### src/rtl/traffic_sched_3v_pkg.sv
// Shared phase encoding and approach indices for the three-approach
// intersection controller.
package traffic_pkg;

   typedef enum logic [1:0] {
      PH_GREEN  = 2'd0,
      PH_YELLOW = 2'd1,
      PH_ALLRED = 2'd2
   } phase_t;

   localparam logic [1:0] APP_A = 2'd0;
   localparam logic [1:0] APP_B = 2'd1;
   localparam logic [1:0] APP_C = 2'd2;

   function automatic int max3(input int a, input int b, input int c);
      int m;
      m = (a > b) ? a : b;
      return (m > c) ? m : c;
   endfunction

endpackage

### src/rtl/traffic_sched_3v_rr_pick.sv
// Round-robin selector: first requesting approach after cur, never cur itself.
module traffic_rr_pick (
   input  logic [2:0] req,
   input  logic [1:0] cur,
   output logic [1:0] nxt,
   output logic       valid
);
   import traffic_pkg::*;

   logic [1:0] cand1;
   logic [1:0] cand2;

   always_comb begin
      cand1 = APP_B;
      cand2 = APP_C;
      case (cur)
         APP_B: begin
            cand1 = APP_C;
            cand2 = APP_A;
         end
         APP_C: begin
            cand1 = APP_A;
            cand2 = APP_B;
         end
         default: begin
            cand1 = APP_B;
            cand2 = APP_C;
         end
      endcase

      nxt   = cur;
      valid = 1'b0;
      if (req[cand1]) begin
         nxt   = cand1;
         valid = 1'b1;
      end else if (req[cand2]) begin
         nxt   = cand2;
         valid = 1'b1;
      end
   end

endmodule

### src/rtl/traffic_sched_3v.sv
// Green/yellow/all-red phase controller for approaches A, B, C with minimum and
// maximum green, home return to A, and Moore lamp decode from state.
module traffic_sched_3v #(
   parameter int GREEN_MIN = 4,
   parameter int GREEN_MAX = 10,
   parameter int YELLOW_T  = 2,
   parameter int ALL_RED_T = 1
) (
   input  logic       clk,
   input  logic       reset,
   input  logic [2:0] ABC,
   output logic       VDA,
   output logic       VDB,
   output logic       VDC,
   output logic       VAA,
   output logic       VAB,
   output logic       VAC,
   output logic       VMA,
   output logic       VMB,
   output logic       VMC,
   output logic [1:0] phase,
   output logic [1:0] cur
);
   import traffic_pkg::*;

   localparam int TW = $clog2(max3(GREEN_MAX, YELLOW_T, ALL_RED_T) + 1);
   localparam logic [TW-1:0] G_MIN_LAST = TW'(GREEN_MIN - 1);
   localparam logic [TW-1:0] G_MAX_LAST = TW'(GREEN_MAX - 1);
   localparam logic [TW-1:0] Y_LAST     = TW'(YELLOW_T - 1);
   localparam logic [TW-1:0] AR_LAST    = TW'((ALL_RED_T > 0) ? ALL_RED_T - 1 : 0);

   phase_t        ph;
   logic [1:0]    cur_q;
   logic [1:0]    nxt_q;
   logic [TW-1:0] timer;

   logic [2:0] req;
   logic [2:0] cur_mask;
   logic       cur_req;
   logic       other_req;
   logic       leave_a;
   logic       leave_b;
   logic       leave;
   logic       illegal;
   logic [1:0] pick;
   logic       pick_valid;

   // Sensors re-ordered so that req[i] belongs to approach index i.
   assign req       = {ABC[0], ABC[1], ABC[2]};
   assign cur_mask  = 3'b001 << cur_q;
   assign cur_req   = |(req & cur_mask);
   assign other_req = |(req & ~cur_mask);
   assign leave_a   = other_req && (!cur_req || (timer == G_MAX_LAST));
   assign leave_b   = (req == 3'b000) && (cur_q != APP_A);
   assign leave     = (timer >= G_MIN_LAST) && (leave_a || leave_b);
   assign illegal   = (cur_q == 2'd3) || (nxt_q == 2'd3) ||
                      !(ph inside {PH_GREEN, PH_YELLOW, PH_ALLRED});

   traffic_rr_pick u_pick (
      .req   (req),
      .cur   (cur_q),
      .nxt   (pick),
      .valid (pick_valid)
   );

   // The target approach is frozen at the leave decision; sensor activity
   // during yellow/all-red cannot redirect it.
   always_ff @(posedge clk) begin
      if (reset || illegal) begin
         ph    <= PH_GREEN;
         cur_q <= APP_A;
         nxt_q <= APP_A;
         timer <= '0;
      end else begin
         case (ph)
            PH_GREEN: begin
               if (leave) begin
                  nxt_q <= (leave_a && pick_valid) ? pick : APP_A;
                  ph    <= PH_YELLOW;
                  timer <= '0;
               end else if (timer != G_MAX_LAST) begin
                  timer <= timer + 1'b1;
               end
            end
            PH_YELLOW: begin
               if (timer == Y_LAST) begin
                  timer <= '0;
                  if (ALL_RED_T == 0) begin
                     ph    <= PH_GREEN;
                     cur_q <= nxt_q;
                  end else begin
                     ph <= PH_ALLRED;
                  end
               end else begin
                  timer <= timer + 1'b1;
               end
            end
            PH_ALLRED: begin
               if (timer == AR_LAST) begin
                  ph    <= PH_GREEN;
                  cur_q <= nxt_q;
                  timer <= '0;
               end else begin
                  timer <= timer + 1'b1;
               end
            end
            default: begin
               ph    <= PH_GREEN;
               cur_q <= APP_A;
               nxt_q <= APP_A;
               timer <= '0;
            end
         endcase
      end
   end

   assign phase = ph;
   assign cur   = cur_q;

   assign VDA = (ph == PH_GREEN)  && cur_mask[0];
   assign VDB = (ph == PH_GREEN)  && cur_mask[1];
   assign VDC = (ph == PH_GREEN)  && cur_mask[2];
   assign VAA = (ph == PH_YELLOW) && cur_mask[0];
   assign VAB = (ph == PH_YELLOW) && cur_mask[1];
   assign VAC = (ph == PH_YELLOW) && cur_mask[2];
   assign VMA = !(VDA || VAA);
   assign VMB = !(VDB || VAB);
   assign VMC = !(VDC || VAC);

endmodule

### config.mk
export PLATFORM = sky130hd
export DESIGN_NAME = traffic_sched_3v
export DESIGN_NICKNAME = d
export VERILOG_FILES = /design/src/rtl/traffic_sched_3v_pkg.sv /design/src/rtl/traffic_sched_3v_rr_pick.sv /design/src/rtl/traffic_sched_3v.sv
export SDC_FILE = /design/constraint.sdc
export NUM_CORES = 1
export LEC_CHECK = 0
export ABC_CLOCK_PERIOD_IN_PS = 1900
export BUFFER_PORTS_ARGS = -buffer_cell sky130_fd_sc_hd__clkbuf_2
export CAP_MARGIN = 20
export CORE_UTILIZATION = 40
export CTS_CLUSTER_DIAMETER = 60
export DETAILED_ROUTE_END_ITERATION = 6
export PLACE_DENSITY_LB_ADDON = 0.1
export SYNTH_ARGS = -nofsm -noshare
export SYNTH_HDL_FRONTEND = slang
export SYNTH_SLANG_ARGS = --single-unit
### constraint.sdc
create_clock -name clk -period 1.9 [get_ports clk]
set_input_delay 0.095 -clock clk [delete_from_list [all_inputs] [get_ports clk]]
set_output_delay 0.095 -clock clk [all_outputs]
set_load 0.05 [all_outputs]
==> results.toml <==
[die]
initial_core_util_pct = 42.6
die_w_um = 50.8
rows = 17
io_pins = 18
die_h_um = 50.8
dieArea_um2 = 2580
design.core.area_um2 = 2230

[setup_path]
end_kind = "register"
setup.worst_path.start_class = "register"
r2r_setup_slack_ns = -0.07
arrival_ns = 2.19
crit_required_ns = 2.13
rr_worst_depth = 8
reg2reg_from = "cur[0]"
critical_path_class = "reg2reg"
path_max_fanout = 6
reg2reg_to = "phase[1]"

[hold_path]
whs_path_depth = 3
hold-path-endpoint = "timer[3]"
hp-class = "in2reg"
min-delay-start = "reset"

[clock_network]
numCtsBuffers = 3
cts_buffer_depth = 2
ctsRootBufferMaster = "clkbuf_4"
cts_num_sinks = 10
clk_latency_ns = 0.28
cts_tree = "yes"
htreeDepth = 1
clkTransAtPathRegs_ns = 0.08
ctsHoldBuffers = 0

[detailed_routing]
dr.pass1.iters = 5
drc = 0
viasPerCell = 5.52
wl_mm = 2.33
avgRoutedWirePerCell_um = 13.4
drt-initial-drc-count = 27
ant_nets = 0
vias = 961

[timing]
rsz0062_at_grt = "yes"
fin_crit_ns = 1.97
max_freq_mhz = 508
hold_violations = 0
fin_crit_sh_pct = 104
timing.slew.headroom_pct = 72.1
worst_pin_slew_ns = 0.418
finClkSkew_ns = 0.00743
finalSetupViolCount = 4
setup_slack_ns = -0.0686
maxSlewViolCount = 0

[outcome]
status = "complete, but fails checks"
violations = "setup timing"

[layout]
layout-drive-gt1-share_pct = 36.3
synthToLayoutAreaGrowth_pct = 33.6
diodes = 0
nets = 165
postLayoutCoreUtil_pct = 56.9

[grt]
grt_pass1_vias = 893
antenna_found_initial = 0
grt_pass1_wl_mm = 3.88
grtUsageTotal_pct = 20.0
grt_max_degree = 10
overflow = 0

[synthesis]
synth-xor-area-share_pct = 1.84
yosysTopAreaCell = "dfxtp_1"
synth.most_common_cell = "nand2_1"
synthSimpleGateAreaFrac_pct = 27.6
synth.ff_latch_count = 10
avgSynthCellArea_um2 = 8.27
synthTopCellsByArea = "dfxtp_1 21%, ha_1 17%, nand2_1 5.5%"
synth_cell_type_count = 40
yosysWarningCount = 0
synth_adder_area_share_pct = 17.1
synth_mux_area_share_pct = 4.21
synth_flop_cell = "dfxtp_1"
synthArstFlopShare_pct = 0
synth_top_family_by_area = "simple AND/OR/NAND/NOR gates"
synth-compound-area-share_pct = 24.6
synth_nets = 133
synth-edff-count = 0
ys_top_cells_by_count = "14 x nand2_1, 13 x ha_1, 10 x dfxtp_1"
syn_inst = 115
seq_area_frac_synth_pct = 21.1
syn_area_um2 = 951
synth_top_area_share_pct = 21.1

[power]
power.total_mw = 1.02
irDropWorstVdd_v = 0.000419
p_leak_nw = 0.521
powerDensity_nw_per_um2 = 804

[placed_design]
gp_congestion = 0.798
portBuffers = 17
hpwl_mm = 1.82
dp_slack_ns = -0.0597

[job]
cap_viol_max_count = 0
-- state kept, by name, summed over array words and instances (netlist names) --
signal  count
nxt_q       2
cur         2
phase       2
timer       4
-- worst max-delay path by stage --
stage,start,to,slack [ns]
final,cur[0],phase[1],-0.07
after global placement,cur[0],timer[2],-0.05
after CTS,cur[0],phase[0],-0.05
after floorplan,cur[1],phase[1],-0.01
after global routing,cur[0],phase[1],-0.18
after detailed placement,cur[0],phase[0],-0.06
-- layer usage --
| layer | vias up | global-route usage (%) | wire length [um] |
|---|---|---|---|
| met3 | 4 | 3.03 | 100 |
| met5 | - | 0 | 0 |
| li1 | 483 | - | - |
| met4 | 0 | 6.94 | 28 |
| met2 | 27 | 31.8 | 1090 |
| met1 | 447 | 27.1 | 1120 |
-- power by group --
part	total [mW]	switching (mW)	internal, mW
logic	0.527	0.337	0.191
clock network	0.206	0.0896	0.117
registers	0.287	0.0456	0.242
total	1.02	0.472	0.549
-- cell usage in the layout, fill, tap and decap left out, types with 2 or more instances in the layout --
cell type,netlist,final
ha_4,0,2
ha_1,13,10
or3_1,2,2
dfxtp_4,0,2
buf_4,0,11
clkbuf_2,0,17
o21ai_0,3,3
inv_4,0,2
o32ai_1,2,2
nor2b_1,4,2
nor2_4,0,3
nand3_1,6,6
nand2b_1,2,2
nor3_1,2,2
a21oi_1,3,3
nor2b_2,0,2
and2_1,6,6
dfxtp_1,10,6
o31ai_1,2,2
a22oi_1,2,2
clkbuf_4,0,3
mux2i_1,4,4
dfxtp_2,0,2
nor2_1,7,4
inv_1,8,6
or4_1,2,2
nand2_1,14,14
-- cell type report --
cell class	instances	area (um2)
Clock buffer	4	36.3
Fill cell	203	963
Inverter	8	35.0
Multi-Input combinational cell	96	786
Sequential cell	10	210
Tap cell	28	35.0
Timing Repair Buffer	28	168
-- critical path, cell delays in order (launching register included) --
cell and delay [ns]:
dfxtp_4 0.39, inv_4 0.05, ha_4 0.16, a222oi_1 0.40
nor2_1 0.09, o211a_1 0.27, a211oi_4 0.29, buf_4 0.17
o21a_1 0.09
-- cells by family (layout without fill, tap and decap cells) --
logic type | after synthesis | after routing
buffers and inverters | 9 | 40
muxes | 4 | 4
xor gates and xnor gates | 2 | 2
and+or+nand+nor | 51 | 51
AOI/OAI and AO/OA | 26 | 26
adders and majority gates | 13 | 13
DFF | 10 | 10
-- through the flow --
step                      instance area (um2)  cells  setup TNS, ns  hold WS [ns]
final                                    1270    174         -0.150         0.263
after global routing                     1270    174         -0.982         0.264
after CTS                                1240    172        -0.0986         0.278
after detailed placement                 1180    165         -0.200         0.500
after global placement                   1180    165        -0.0453         0.486
after floorplan                          1020    115        -0.0224         0.294
-- timing repair --
item,in CTS,in global routing
buffers inserted,3,2
setup endpoints to repair,6,9
pin swaps,0,3
gates resized for setup,2,3
(Power assumes the default switching activity.)
